[src/rtl/cnt_pkg.sv]
// cnt_pkg: shared timer state encoding and mode constants for the counter family
package cnt_pkg;
  typedef enum logic [1:0] {IDLE, RUN, DONE} tmr_state_t;
  localparam logic MODE_ONESHOT = 1'b0;
  localparam logic MODE_PERIODIC = 1'b1;
endpackage

[src/rtl/tick_gen.sv]
// tick_gen: one-cycle tick every PRE enabled cycles, cleared synchronously by clr
module tick_gen #(
  parameter int PRE = 4
) (
  input  logic Clk,
  input  logic resetn,
  input  logic clr,
  input  logic en,
  output logic tick
);
  localparam int W = PRE > 2 ? $clog2(PRE) : 1;
  localparam logic [W-1:0] LAST = W'(PRE - 1);
  logic [W-1:0] cnt;
  assign tick = en && !clr && cnt == LAST;
  always_ff @(posedge Clk or negedge resetn)
    if (!resetn) cnt <= '0;
    else cnt <= clr ? '0 : !en ? cnt : cnt == LAST ? '0 : cnt + W'(1);
endmodule

[src/rtl/cnt_dn_ld_tmr.sv]
// cnt_dn_ld_tmr: loadable one-shot/periodic down-counter timer; prescaler enabled by CNT_DN_LD_TMR_PRESCALE_EN
module cnt_dn_ld_tmr
  import cnt_pkg::*;
#(
  parameter int n = 4,
  parameter int PRE = 4
) (
  input  logic         Clk,
  input  logic         resetn,
  input  logic         en,
  input  logic         ld,
  input  logic         mode,
  input  logic [n-1:0] D,
  output logic [n-1:0] q,
  output logic         tc,
  output logic         busy,
  output logic         done
);
  localparam logic [n-1:0] ONE = n'(1);
  tmr_state_t state;
  logic [n-1:0] reload_r;
  logic mode_r, adv, term;
`ifdef CNT_DN_LD_TMR_PRESCALE_EN
  tick_gen #(.PRE(PRE)) u_tick (
    .Clk(Clk),
    .resetn(resetn),
    .clr(ld || state != RUN),
    .en(en),
    .tick(adv)
  );
`else
  assign adv = en;
`endif
  assign term = state == RUN && adv && q == ONE;
  assign busy = state == RUN;
  always_ff @(posedge Clk or negedge resetn)
    if (!resetn) begin
      q <= '0;
      reload_r <= '0;
      mode_r <= MODE_ONESHOT;
      state <= IDLE;
      tc <= 1'b0;
      done <= 1'b0;
    end else if (ld) begin
      q <= D;
      reload_r <= D;
      mode_r <= mode;
      done <= 1'b0;
      tc <= 1'b0;
      state <= D != '0 ? RUN : IDLE;
    end else begin
      tc <= term;
      if (state == RUN && adv)
        q <= q != ONE ? q - ONE : mode_r == MODE_PERIODIC ? reload_r : '0;
      if (term && mode_r == MODE_ONESHOT) begin
        done <= 1'b1;
        state <= DONE;
      end
    end
endmodule

[config.mk]
export PLATFORM = sky130hd
export DESIGN_NAME = cnt_dn_ld_tmr
export DESIGN_NICKNAME = d
export VERILOG_FILES = /design/src/rtl/cnt_pkg.sv /design/src/rtl/tick_gen.sv /design/src/rtl/cnt_dn_ld_tmr.sv
export SDC_FILE = /design/constraint.sdc
export NUM_CORES = 1
export LEC_CHECK = 0
export ABC_AREA = 1
export ABC_CLOCK_PERIOD_IN_PS = 1420
export CORE_AREA = 3 3 44 46
export CTS_CLUSTER_DIAMETER = 50
export DETAILED_ROUTE_END_ITERATION = 12
export DIE_AREA = 0 0 47 49
export PLACE_DENSITY = 0.76
export SYNTH_ARGS = -nofsm -noshare
export SYNTH_HDL_FRONTEND = slang
export SYNTH_SLANG_ARGS = --single-unit
[constraint.sdc]
create_clock -name Clk -period 1.42 [get_ports Clk]
set_clock_uncertainty 0.2 [all_clocks]
set_input_delay 0.355 -clock Clk [delete_from_list [all_inputs] [get_ports Clk]]
set_output_delay 0.355 -clock Clk [all_outputs]
set_load 0.01 [all_outputs]
==> results.md, run 1 <==
* Status: finished, violations left
* Failing checks: setup timing
* Worst path arrival time at 1.42 ns
* Ys Warns at 0
* Core Area at 0.00154 mm²
* Routed WL per cell at 12.7 µm
* Yosys top cell area share at 47.2%
* Fmax at 697 MHz
* Fillers at 141
* Mapped Cells at 79
* Largest family of logic cells by synthesized area: simple AND/OR/NAND/NOR gates
* Worst setup SP type: flop
* Port bufs at 15
* Synth Cell Area at ~640 µm²
* Die area at 0.00230 mm²
* Commonest cells after routing, fill and taps aside: nand2_1 (19), buf_4 (16), dfrtp_1 (12), nor2_1 (9), clkdlybuf4s50_1 (7)
* Mux cell area share after synthesis at 0%
* Max-Cap Viols at 0
* CP Capture Type: flop
* DRC at 0
* Reg clk slew, reported paths at ~0.070 ns
* Initial drt markers at 14
* Vias in the first global route at about 650
* CTS Buffer Depth at 2
* Multi-input logic area at roughly 380 µm²
* DP Area at roughly 910 µm²
* Initial core utilization at 41.2%
* Area Overhead vs Synth at 61.4%
* Congestion Overflow GR at 0
* Slew HR at 83.8%
* Chip Height at 49 µm
* Slew Limit Fails at 0
* Power Density at between 900 and 1000 mW/mm²
* Syn Area/Cell at 8.05 µm²
* Nets at 128
* Sequential Area at approximately 300 µm²
* CTS tree: done
* RePlAce Congestion at just over 0.8
* Complex-gate fraction of the synthesized area at 6.89%
* Netlist cell types at 20
* Slew @ Worst Pin at 0.241 ns
* Sum of negative setup slack at -0.0260 ns
* Final antenna-violating net count at 0
* Adder-cell share of the synthesized area at slightly below 4%
* Synth Register Bits at 12
* Largest net degree at the start of global routing at 13
* Inserted Diodes at 0
* Max FO, Critical Path at 3
* Worst vdd ir at ~0.53 mV
* Post-synthesis sequential area ratio at 47.2%
* Worst setup path class: reg2reg
* Clk_lat worst skew at 0.26 ns
* Unrepaired setup endpoints after global routing: yes
* Top Ports at 16
* Leak at between 0.5 and 0.6 nW
* Period utilisation layout at 101%
* Length of the first detailed-routing pass in iterations at 4
* Post-synth top area cell: dfrtp_1
* Synthesized Nets at 90
* TritonCTS Buffers at 3
* Setup crit start: q[3]$_DFFE_PN0P_
* First-pass GRT wire length at 2800 µm
* Global Route Usage Sum at 16.5%
* Dpl hpwl at 1200 µm
* Final setup margin at -0.0141 ns
* DR vias/cell at 4.98
* Clk sink count at 12
* H-Tree Depth at 1
* Commonest non-fill, non-tap cell in the layout: nand2_1
* Clk Tree Root Cell: clkbuf_4
* Layout cells sized above 1 at about two fifths
* Die width at 47 µm
* Total wire length at 1670 µm
* CP required at 1.41 ns
* Initial antenna violation count at 0
* # setup viols final at 2
* Worst R2R Start: q[3]$_DFFE_PN0P_
* Post-route cell area at 0.00103 mm²
* Min cycle time layout at 1.43 ns
* Final Hold Fails at 0
* Worst min-delay path class: in2async
* Cell row count at 14
* Hold Buf Count CTS at 0
* Top post-synthesis cells by area: dfrtp_1 (47%), nand2_1 (12%), nand3_1 (7.1%), nor2_1 (5.3%), ha_1 (3.9%)
* Post-Synth Simple-Gate Area at 35.0%
* Post-synthesis xor/xnor area fraction at 1.38%
* DR vias at 652
[where the power goes]
part	total (mW)	switching [mW]	internal (mW)
sequential	0.399	0.0221	0.377
clock	0.207	0.109	0.0979
combinational	0.403	0.199	0.203
[synth_stat cells]
library cell / number
nand2_1: 20
dfrtp_1: 12
nand3_1: 9
nor2_1: 9
inv_1: 6
o21ai_1: 3
a21oi_1: 2
ha_1: 2
inv_2: 2
nand2_2: 2
nand3_2: 2
o21ai_0: 2
a21oi_2: 1
buf_2: 1
nand3b_1: 1
nor2_2: 1
nor2_4: 1
nor3_1: 1
nor4_1: 1
xnor2_1: 1
[area by class of cell]
cell class	count	share of cell area, %
Clock buffer	3	2.20
Inverter	8	3.41
Sequential cell	12	29.3
Tap cell	16	1.95
Timing Repair Buffer	34	26.5
Multi-Input combinational cell	58	36.7
[critical path: stages, from the launching register on]
cell and delay, ns:
dfrtp_1 0.40, buf_6 0.13, nor2_4 0.16, nand3_2 0.13, o21ai_1 0.17, nor2_1 0.06, nor2_1 0.11
[flip-flops by register name (all words and copies together) (netlist names)]
register / cells
reload_r: 4
q: 4
done: 1
state: 1
tc: 1
mode_r: 1
[stage by stage]
| step | setup WS, ns | instances | power, mW | hold slack [ns] | utilization (%) |
|---|---|---|---|---|---|
| global placement | -0.224 | 124 | 0.723 | 0.260 | 59.3 |
| detailed placement | -0.246 | 124 | 0.732 | 0.278 | 59.3 |
| global route | -0.0721 | 131 | 1.08 | 0.179 | 66.6 |
| CTS | -0.0125 | 128 | 0.937 | 0.188 | 60.7 |
| finish | -0.0141 | 131 | 1.01 | 0.183 | 66.6 |
| floorplan | 0.0260 | 79 | 0.555 | -0.141 | - |
[kinds of logic after synthesis]
logic type | count (synthesis)
AOI/OAI and AO/OA | 8
xor gates and xnor gates | 1
adders and majority gates | 2
buffers and inverters | 9
DFF | 12
and+or+nand+nor | 47
[path summary, 6_finish.rpt]
path | end | slack (ns) | depth (start not counted)
max in group asynchronous | reload_r[3]$_DFFE_PN0P_ | 0.68 | 2
hold / removal | tc$_DFF_PN0_ | 0.18 | 2
min in group Clk | reload_r[3]$_DFFE_PN0P_ | 0.24 | 3
setup / recovery | q[1]$_DFFE_PN0P_ | -0.01 | 6
setup reg to reg | q[1]$_DFFE_PN0P_ | -0.01 | 6
hold reg to reg | reload_r[2]$_DFFE_PN0P_ | 0.29 | 2
[layer usage]
metal	share of wire, %	track usage, %	up-vias	routed length, µm
met2	49	24.2	21	821
met4	2.6	10.1	0	43
met3	4.6	2.58	4	77
li1	-	-	333	-
met5	0	0	-	0
met1	43	21.9	294	723
[timing repair]
action                                  in CTS  in global routing
pin swaps                                    3                 10
endpoints found under the setup margin      12                  9
gates resized for setup                     32                 16
setup buffers                                1                  3
No activity file was read; power rests on OpenSTA's default activity.
==> inputs of run 2 (changes only) <==
CTS_CLUSTER_DIAMETER = 100   (was 50)
==> results of run 2 <==
No change in the layout: final DEF, timing and power equal those of run 1.
==> inputs of run 3 (changes only) <==
ABC_CLOCK_PERIOD_IN_PS = 1250   (was 1420)
CORE_AREA = 3 3 40 42   (was 3 3 44 46)
CTS_CLUSTER_SIZE = 16   (was default)
DIE_AREA = 0 0 43 45   (was 0 0 47 49)
DONT_BUFFER_PORTS = 1   (was default)
PLACE_DENSITY = 0.73   (was 0.76)
clock period = 1.25 ns   (was 1.42 ns; I/O delays follow)
==> results.md, run 3 (synthesis results as in run 1) <==
* Status: finished, violations left
* Failing checks: hold timing, setup timing
* Fmax at between 600 and 700 MHz
* Worst setup path class: reg2out
* Placed insts at 105
* Largest net degree at the start of global routing at 13
* Reg2reg path depth at 7
* Initial drt markers at 11
* DRC at 0
* Congestion Overflow GR at 0
* Max-Cap Viols at 0
* Clk_lat worst skew at 0.28 ns
* Core Area at 0.00128 mm²
* Chip Height at 45 µm
* Buffers and inverters on the worst path at 2
* Worst min-delay path class: in2reg
* Dpl hpwl at 1090 µm
* Clk sink count at 12
* Final Hold Fails at 1
* Worst path arrival time at roughly 0.94 ns
* Length of the first detailed-routing pass in iterations at 3
* Worst R2R Start: q[1]$_DFFE_PN0P_
* Commonest non-fill, non-tap cell in the layout: nand2_1
* Worst setup SP type: flop
* Nets at 115
* Hold Path Stages at 2
* Initial antenna violation count at 0
* Slew Limit Fails at 0
* R2r endpoint: state[0]$_DFFE_PN0P_
* Routed WL per cell at between 10 and 15 µm
* Top Ports at 16
* Reg clk slew, reported paths at approximately 0.08 ns
* Layout cells sized above 1 at 38.8%
* Final setup margin at -0.201 ns
* Initial core utilization at 49.5%
* Die width at 43 µm
* Worst hold slack at -0.0119 ns
* Total Power at 1.18 mW
* Most frequent CP cell: buf_6
* CTS Buffer Depth at 2
* Max FO, Critical Path at 2
* Total wire length at 1750 µm
* First-pass GRT wire length at 2740 µm
* Leak at 0.471 nW
* Commonest cells after routing, fill and taps aside: nand2_1 (20), dfrtp_1 (11), nand3_1 (8), buf_4 (8)
* Vias in the first global route at 639
* Top Registers: q: 4 flops, reload_r: 4 flops
* CP Capture Type: output pin
* Clk Tree Root Cell: clkbuf_4
* Area Overhead vs Synth at 53.9%
* H-Tree Depth at 1
* Power Density at 1200 mW/mm²
* CP required at between 0.7 and 0.8 ns
* Sink of the worst hold path: state[0]$_DFFE_PN0P_
* Min cycle time layout at roughly 1.5 ns
* Crit-path cells: buf_6 -> buf_6
* Period utilisation layout at 116%
* # setup viols final at 13
* CP max stage cell: dfrtp_1
* Die area at 0.00194 mm²
* Port bufs at 0
* Min-delay src: D[3]
* Global Route Usage Sum at between 10% and 20%
* Reg-to-reg slack, setup at -0.16 ns
* Unrepaired setup endpoints after global routing: yes
* Final antenna-violating net count at 0
* Cell row count at 13
* Non-Filler Instances at approximately 120
* Slew @ Worst Pin at 0.538 ns
* Worst vdd ir at around 0.76 mV
* DR vias/cell at roughly 5.3
* TritonCTS Buffers at 3
* Share of the core filled with cells at 76.1%
* Slew HR at between 60% and 70%
* CTS tree: done
* DR vias at 627
* Inserted Diodes at 0
* CP delay by family, top: flip-flops
* Crit-path max cell delay at slightly above 0.4 ns
* RePlAce Congestion at about 0.75
[run 3: changes by cell type in the layout (fill, tap and decap cells not counted), moves of 3 or more]
cell             before  now
buf_2                 6    0
buf_4                16    8
buf_6                 3    6
clkdlybuf4s50_1       7    0
dlygate4sd3_1         0    6
nor2_1                9    6
[run 3: timing repair]
action                                  in CTS  in global routing
pin swaps                                    4                  7
endpoints found under the setup margin      12                 17
setup buffers                                1                  1
endpoints found under the hold margin       20                  0
gates resized for setup                     14                  9
hold buffers                                 7                  0
[run 3: how the worst max path moves through the flow]
| stage | startpoint | end | slack (ns) | cells past startpoint |
|---|---|---|---|---|
| after global placement | q[0]$_DFFE_PN0P_ | q[1]$_DFFE_PN0P_ | -0.08 | 6 |
| after global routing | q[1]$_DFFE_PN0P_ | q[1]$_DFFE_PN0P_ | -0.22 | 7 |
| final | done$_DFFE_PN0P_ | done | -0.20 | 2 |
| after detailed placement | q[1]$_DFFE_PN0P_ | state[0]$_DFFE_PN0P_ | -0.11 | 7 |
| after floorplan | q[0]$_DFFE_PN0P_ | q[1]$_DFFE_PN0P_ | -0.06 | 6 |
| after CTS | done$_DFFE_PN0P_ | done | -0.20 | 2 |
[run 3: cell type report]
type | instances | area [µm²]
multi-input cells | 58 | 392
fillers | 94 | 307
flip-flops and latches | 12 | 302
repair buffers | 21 | 200
clock buffers | 4 | 36.3
inverters | 8 | 30.0
well taps | 15 | 18.8
[run 3: power breakdown]
part | leakage (nW) | internal [mW] | switching (mW)
registers | 0.146 | 0.429 | 0.0426
logic | 0.304 | 0.182 | 0.198
clock network | 0.0210 | 0.178 | 0.148
[run 3: through the flow]
| stage | setup TNS, ns | hold WS [ns] | area (µm²) | setup slack, ns |
|---|---|---|---|---|
| floorplan | -0.169 | -0.183 | 649 | -0.0650 |
| global placement | -0.181 | -0.183 | 753 | -0.0814 |
| detailed placement | -0.367 | -0.183 | 753 | -0.106 |
| CTS | -1.49 | 0.00983 | 932 | -0.195 |
| global route | -2.20 | 0.00332 | 978 | -0.222 |
| finish | -1.69 | -0.0119 | 978 | -0.201 |
[run 3: metal layers]
layer | up-vias | wire length [µm] | track usage (%)
met5 | - | 0 | 0
met4 | 0 | 48 | 12.0
met3 | 7 | 67 | 4.38
met2 | 14 | 960 | 36.2
met1 | 301 | 675 | 21.0
li1 | 305 | - | -
